**src/rtl/doorlock_pkg.sv**
```systemverilog
// ---------------------------------------------------------------------------
// doorlock_pkg
// Types and constants shared by the door-lock blocks.
//   digitos_t        four BCD digits; index 3 is the first digit entered
//   pinPac_t         assembled PIN: status (submitted/enabled) + digits
//   setupPac_t       stored configuration: master_pin, pin1..pin4
//   PIN_DIGITO_VAZIO blank-digit marker (never a valid stored digit)
//   slot_confere     slot match helper
// ---------------------------------------------------------------------------
package doorlock_pkg;

    localparam logic [3:0] PIN_DIGITO_VAZIO = 4'hE;

    typedef logic [3:0][3:0] digitos_t;

    typedef struct packed {
        logic     status;
        digitos_t digito;
    } pinPac_t;

    typedef struct packed {
        pinPac_t master_pin;
        pinPac_t pin1;
        pinPac_t pin2;
        pinPac_t pin3;
        pinPac_t pin4;
    } setupPac_t;

    // A slot matches when all four digits are equal and every stored digit
    // is a decimal digit; with exige_status set, the slot must also be enabled.
    function automatic logic slot_confere(input pinPac_t  guardado,
                                          input digitos_t digitado,
                                          input logic     exige_status);
        logic ok;
        ok = guardado.status | ~exige_status;
        for (int unsigned i = 0; i < 4; i++) begin
            if ((guardado.digito[i] > 4'd9) || (guardado.digito[i] != digitado[i]))
                ok = 1'b0;
        end
        return ok;
    endfunction

endpackage

```
**src/rtl/gerador_tick.sv**
```systemverilog
// ---------------------------------------------------------------------------
// gerador_tick
// One-second prescaler: tick pulses for one cycle every CLK_FREQ_HZ cycles
// counted from the last cycle clear was high.
//   clk    system clock
//   rst    asynchronous, active-high reset
//   clear  holds the counter at zero (and suppresses tick)
//   tick   one-cycle pulse
// ---------------------------------------------------------------------------
module gerador_tick #(
    parameter int unsigned CLK_FREQ_HZ = 1000
) (
    input  logic clk,
    input  logic rst,
    input  logic clear,
    output logic tick
);

    localparam int unsigned W = (CLK_FREQ_HZ > 1) ? $clog2(CLK_FREQ_HZ) : 1;
    localparam logic [W-1:0] ULTIMO = W'(CLK_FREQ_HZ - 1);

    logic [W-1:0] r_cnt;

    always_ff @(posedge clk or posedge rst) begin
        if (rst)
            r_cnt <= '0;
        else if (clear || (r_cnt == ULTIMO))
            r_cnt <= '0;
        else
            r_cnt <= r_cnt + 1'b1;
    end

    assign tick = (r_cnt == ULTIMO) && !clear;

endmodule

```
**src/rtl/verificar_pin.sv**
```systemverilog
// ---------------------------------------------------------------------------
// verificar_pin
// Checks a submitted PIN against the stored master and user slots, pulses
// the result and counts consecutive failures.
// Build option: VERIFICAR_PIN_LOCKOUT_EN enables the timed lockout after
// MAX_TENTATIVAS consecutive failures; otherwise the failure count simply
// saturates and every submission is evaluated.
//   clk, rst        clock; asynchronous active-high reset
//   pin_in          assembled PIN; status 0->1 is a submission
//   setup           stored configuration
//   valid_user      one-cycle pulse, user PIN matched
//   valid_master    one-cycle pulse, master PIN matched
//   invalid_pin     one-cycle pulse, no match
//   bloqueado       high during lockout
//   tempo_restante  lockout seconds remaining
//   tentativas      consecutive-failure count
// Timing: digits captured in edge cycle E, setup compared in E+1,
// result pulse during E+2.
// ---------------------------------------------------------------------------
module verificar_pin
    import doorlock_pkg::*;
#(
    parameter int unsigned CLK_FREQ_HZ    = 1000,
    parameter int unsigned MAX_TENTATIVAS = 3,
    parameter int unsigned LOCKOUT_S      = 30
) (
    input  logic       clk,
    input  logic       rst,
    input  pinPac_t    pin_in,
    input  setupPac_t  setup,
    output logic       valid_user,
    output logic       valid_master,
    output logic       invalid_pin,
    output logic       bloqueado,
    output logic [6:0] tempo_restante,
    output logic [2:0] tentativas
);

`ifdef VERIFICAR_PIN_LOCKOUT_EN
    typedef enum logic [1:0] {OCIOSO, COMPARAR, RESULTADO, BLOQUEADO} estado_t;
`else
    typedef enum logic [1:0] {OCIOSO, COMPARAR, RESULTADO} estado_t;
`endif

    localparam logic [2:0] MAX_T = 3'(MAX_TENTATIVAS);

    estado_t    r_estado;
    logic       r_status_ant;
    logic       r_armado;
    digitos_t   r_digitos;
    logic       r_valid_user;
    logic       r_valid_master;
    logic       r_invalid_pin;
    logic [2:0] r_tentativas;

    logic w_borda;
    logic w_master;
    logic w_user;

    // r_armado blocks the first cycle after reset so a status already high
    // at reset release is not mistaken for a fresh submission.
    assign w_borda  = pin_in.status && !r_status_ant && r_armado;
    assign w_master = slot_confere(setup.master_pin, r_digitos, 1'b0);
    assign w_user   = slot_confere(setup.pin1, r_digitos, 1'b1) ||
                      slot_confere(setup.pin2, r_digitos, 1'b1) ||
                      slot_confere(setup.pin3, r_digitos, 1'b1) ||
                      slot_confere(setup.pin4, r_digitos, 1'b1);

`ifdef VERIFICAR_PIN_LOCKOUT_EN
    logic       r_bloqueado;
    logic [6:0] r_tempo;
    logic       w_tick;

    gerador_tick #(.CLK_FREQ_HZ(CLK_FREQ_HZ)) u_tick (
        .clk   (clk),
        .rst   (rst),
        .clear (r_estado != BLOQUEADO),
        .tick  (w_tick)
    );

    assign bloqueado      = r_bloqueado;
    assign tempo_restante = r_tempo;
`else
    assign bloqueado      = 1'b0;
    assign tempo_restante = '0;
`endif

    always_ff @(posedge clk or posedge rst) begin
        if (rst) begin
            r_estado       <= OCIOSO;
            r_status_ant   <= 1'b0;
            r_armado       <= 1'b0;
            r_digitos      <= '0;
            r_valid_user   <= 1'b0;
            r_valid_master <= 1'b0;
            r_invalid_pin  <= 1'b0;
            r_tentativas   <= '0;
`ifdef VERIFICAR_PIN_LOCKOUT_EN
            r_bloqueado    <= 1'b0;
            r_tempo        <= '0;
`endif
        end else begin
            r_status_ant   <= pin_in.status;
            r_armado       <= 1'b1;
            r_valid_user   <= 1'b0;
            r_valid_master <= 1'b0;
            r_invalid_pin  <= 1'b0;
            case (r_estado)
                OCIOSO: begin
                    if (w_borda) begin
                        r_digitos <= pin_in.digito;
                        r_estado  <= COMPARAR;
                    end
                end
                COMPARAR: begin
                    if (w_master)
                        r_valid_master <= 1'b1;
                    else if (w_user)
                        r_valid_user <= 1'b1;
                    else
                        r_invalid_pin <= 1'b1;
                    if (w_master || w_user)
                        r_tentativas <= '0;
                    else if (r_tentativas < MAX_T)
                        r_tentativas <= r_tentativas + 3'd1;
                    r_estado <= RESULTADO;
                end
`ifdef VERIFICAR_PIN_LOCKOUT_EN
                RESULTADO: begin
                    if (r_tentativas == MAX_T) begin
                        r_estado    <= BLOQUEADO;
                        r_bloqueado <= 1'b1;
                        r_tempo     <= 7'(LOCKOUT_S);
                    end else begin
                        r_estado <= OCIOSO;
                    end
                end
                BLOQUEADO: begin
                    if (w_tick) begin
                        if (r_tempo <= 7'd1) begin
                            r_tempo      <= '0;
                            r_bloqueado  <= 1'b0;
                            r_tentativas <= '0;
                            r_estado     <= OCIOSO;
                        end else begin
                            r_tempo <= r_tempo - 7'd1;
                        end
                    end
                end
`else
                // Without lockout a new edge here is accepted directly, so
                // back-to-back submissions are never dropped.
                RESULTADO: begin
                    if (w_borda) begin
                        r_digitos <= pin_in.digito;
                        r_estado  <= COMPARAR;
                    end else begin
                        r_estado <= OCIOSO;
                    end
                end
`endif
                default: r_estado <= OCIOSO;
            endcase
        end
    end

    assign valid_user   = r_valid_user;
    assign valid_master = r_valid_master;
    assign invalid_pin  = r_invalid_pin;
    assign tentativas   = r_tentativas;

endmodule

```
**config.mk**
```make
export PLATFORM = sky130hd
export DESIGN_NAME = verificar_pin
export DESIGN_NICKNAME = d
export VERILOG_FILES = /design/src/rtl/doorlock_pkg.sv /design/src/rtl/gerador_tick.sv /design/src/rtl/verificar_pin.sv
export SDC_FILE = /design/constraint.sdc
export NUM_CORES = 1
export LEC_CHECK = 0
export BUFFER_PORTS_ARGS = -buffer_cell sky130_fd_sc_hd__buf_2
export CAP_MARGIN = 20
export CORE_AREA = 5 5 88 111
export DETAILED_ROUTE_END_ITERATION = 10
export DIE_AREA = 0 0 93 116
export GPL_TIMING_DRIVEN = 0
export SKIP_CTS_REPAIR_TIMING = 1
export SLEW_MARGIN = 10
export SYNTH_ARGS = -nofsm -noshare
export SYNTH_HDL_FRONTEND = slang
export SYNTH_SLANG_ARGS = --single-unit
```
**constraint.sdc**
```tcl
create_clock -name clk -period 3.4 [get_ports clk]
set_input_delay 0.34 -clock clk [delete_from_list [all_inputs] [get_ports clk]]
set_output_delay 0.34 -clock clk [all_outputs]
set_load 0.02 [all_outputs]
```
==> metrics.md <==
| Metric | Value |
|---|---|
| Clock Latency Late Sink | approximately 0.27 ns |
| Worst Path Required | approximately 3.6 ns |
| Clock skew | 0.00688 ns |
| Number of global-route vias before repair | between 2,000 and 3,000 |
| Critical Path End Type | register |
| Post-Syn Area | 2520 um^2 |
| Buffers and inverters on the worst path | 1 |
| Top cells by count, synth | nand2b_1 (28), dfrtp_1 (26), xor2_1 (23) |
| Final setup fails | 0 |
| Synth top area share | between 20% and 30% |
| Worst-Margin Slew | 0.949 ns |
| CP top delay family | compound AO/OA/AOI/OAI gates |
| Setup repair after global routing missed its margin | false |
| Setup WS post-layout | 0.844 ns |
| Worst min path class | in2async |
| Critical Path Slowest Stage Cell | a2111oi_1 |
| Layout area overhead | 30.2% |
| Final nets | roughly 530 |
| Sequential fraction of the synthesis area | 25.8% |
| Total routed wirelength | roughly 9.4 mm |
| Power per standard cell area | around 380 nW/um^2 |
| Clock transition at path regs | around 0.090 ns |
| Crit-path max FO | 10 |
| Max cap viols | 0 |
| Antenna cells | 0 |
| Clock root buffer | clkbuf_8 |
| CTS Sinks | 26 |
| Ys flop type | dfrtp_1 |
| Share of layout cells above drive strength 1 | between 30% and 40% |
| Global Route Usage Sum | 16.8% |
| Max Clk Rate | approximately 0.39 GHz |
| Die Wd | a little over 90 um |
| Synthesized flop and latch total | 26 |
| Chip height | roughly 120 um |
| Antenna-violating nets left | 0 |
| Average wire per standard cell | 17.8 um |
| Kind of critical path | reg2reg |
| Largest net degree at the start of global routing | 27 |
| Vias per inst | approximately 5.2 |
| Largest buffer count on any clock path | 2 |
| Combinational share of power | 54.5% |
| CP peak stage delay | about 0.86 ns |
| Row count | 38 |
| Synth Instances | 308 |
| Part of the power in registers | 31.5% |
| Fin crit share | about three quarters |
| CP Cell Sequence | clkbuf_1 > nor2b_1 > o31ai_1 > nand2_1 > nor4_1 > a2111oi_1 > a32o_1 |
| PortBufs | 108 |
| Drc violations | 0 |
| Initial Utilization | about 29% |
| CTS tree | built |
| Routability cong. | 0.988 |
| Iter 0 DRT Violations | between 150 and 200 |
| Slew Viols, Final | 0 |
| Hold Vio Cnt, Final | 0 |
| EDFF count, synth | 0 |
| P_int | between 0.7 and 0.8 mW |
| Ys Warns | 0 |
| Core Box Area | between 8000 and 9000 um^2 |
| Crit path time final | 2.56 ns |
| DP Worst Slack | ~0.84 ns |
| IO Pins | roughly 120 |
| Post-synth ARST share | 100% |
| Outcome | finished, final reports clean |
| Maximum VDD drop | about 0.16 mV |
| Vias | 2,734 |
| Final core occ | a little under two fifths |
| Largest area contributor in the netlist | dfrtp_1 |
| Die area | 10,800 um^2 |
| Setup_tns | 0 ns |
| NetSw | 0.521 mW |
| Initial antenna violation count | 1 |
| Drt first pass iters | 5 |
| Synth unique cells | 47 |
| First-pass GRT wire length | roughly 14 mm |
| Leakage | around 1.5 nW |
| Hold slack | around 0.055 ns |
| H-tree depth | 1 |
| Clock power frac | between 10 and 15% |
| CTS Buf Count | 3 |
| Avg Cell Area, Syn | 8.18 um^2 |
| Dominant cells by area after synthesis | dfrtp_1 (26%), xor2_1 (8.0%), xnor2_1 (7.3%) |
| Rel. slew slack | 36.6% |
| Crit path DAT | ~2.8 ns |
| Most frequent cell after synthesis | nand2b_1 |
| Sw Share | 41.8% |
| Worst Setup Start Kind | register |
| Final HPWL DP | between 7 and 8 mm |
| GR Overflow Total | 0 |
| Total chip power | 1.25 mW |
per-stage QoR:
step | instance area (um^2) | std cells
finish | 3280 | 527
global route | 3280 | 527
CTS | 3250 | 526
detailed placement | 3210 | 523
global placement | 3210 | 523
floorplan | 2550 | 315
path summary, 6_finish.rpt:
check                      cells past startpoint  slack, ns                      start                        end
setup / recovery                               7       0.84   r_digitos[7]$_DFFE_PP0P_  tentativas[1]$_DFFE_PP0P_
hold / removal                                 2       0.06                        rst         r_armado$_DFF_PP0_
setup reg to reg                               7       0.84   r_digitos[7]$_DFFE_PP0P_  tentativas[1]$_DFFE_PP0P_
hold reg to reg                                1       0.61  tentativas[1]$_DFFE_PP0P_  tentativas[1]$_DFFE_PP0P_
max in group asynchronous                      3       2.92                        rst    r_estado[1]$_DFFE_PP0P_
min in group clk                               1       0.19                 pin_in[16]     r_status_ant$_DFF_PP0_
layer usage:
layer	global-route usage [%]	part of all wire [%]
met1	20.7	41
met2	30.1	50
met3	3.18	7.4
met4	4.40	1.6
met5	0	0.12
state kept, by name, summed over array words and instances (netlist names):
register      flops
r_digitos        16
tentativas        3
r_estado          2
invalid_pin       1
r_armado          1
r_status_ant      1
valid_master      1
valid_user        1
cell type report:
type	instances	area [um^2]
Multi-Input combinational cell	247	1690
Timing Repair Buffer	109	568
Tap cell	100	125
Fill cell	892	5280
Sequential cell	26	651
Clock buffer	3	41.3
Inverter	15	56.3
Buffer	27	149
cell usage in the layout, fill, tap and decap left out, drive strengths merged, types with 2 or more instances in the layout:
cell     Yosys  layout
buf         17     126
nand3b       6       6
nor2        12      12
nand2b      28      28
nand2       16      16
o21ai       19      19
conb         2       9
and3         3       3
a21oi       13      13
nor4bb       2       2
a222oi       2       2
or4b         4       4
xnor2       21      21
dfrtp       26      26
a21o         2       2
xor2        23      23
o2111ai      4       4
a2111oi      4       4
nor3         4       4
a22oi        3       3
nor4         5       5
nand3       10      10
a211oi       4       4
clkbuf      10      13
mux2        10      10
a32o         2       2
inv         15      15
o31ai        4       4
nand4bb      3       3
nor2b        7       7
nand4       15      15
or4          2       2
power by group through the flow:
stage | clock network [mW] | logic, mW | registers [mW]
4_1_cts | 0.182 | 0.670 | 0.393
2_1_floorplan | 0 | 0.454 | 0.391
3_3_place_gp | 0 | 0.661 | 0.397
6_report | 0.174 | 0.679 | 0.393
3_5_place_dp | 0 | 0.666 | 0.399
5_1_grt | 0.192 | 0.741 | 0.398
cells by family after synthesis:
family	synth area share, %
simple gates	28.6
compound gates	16.4
xor+xnor	15.3
buf+inv	8.14
flops	25.8
mux	4.87
other cells	0.298
fa+ha+maj	0.496
Power figures use the tool's default switching activity.
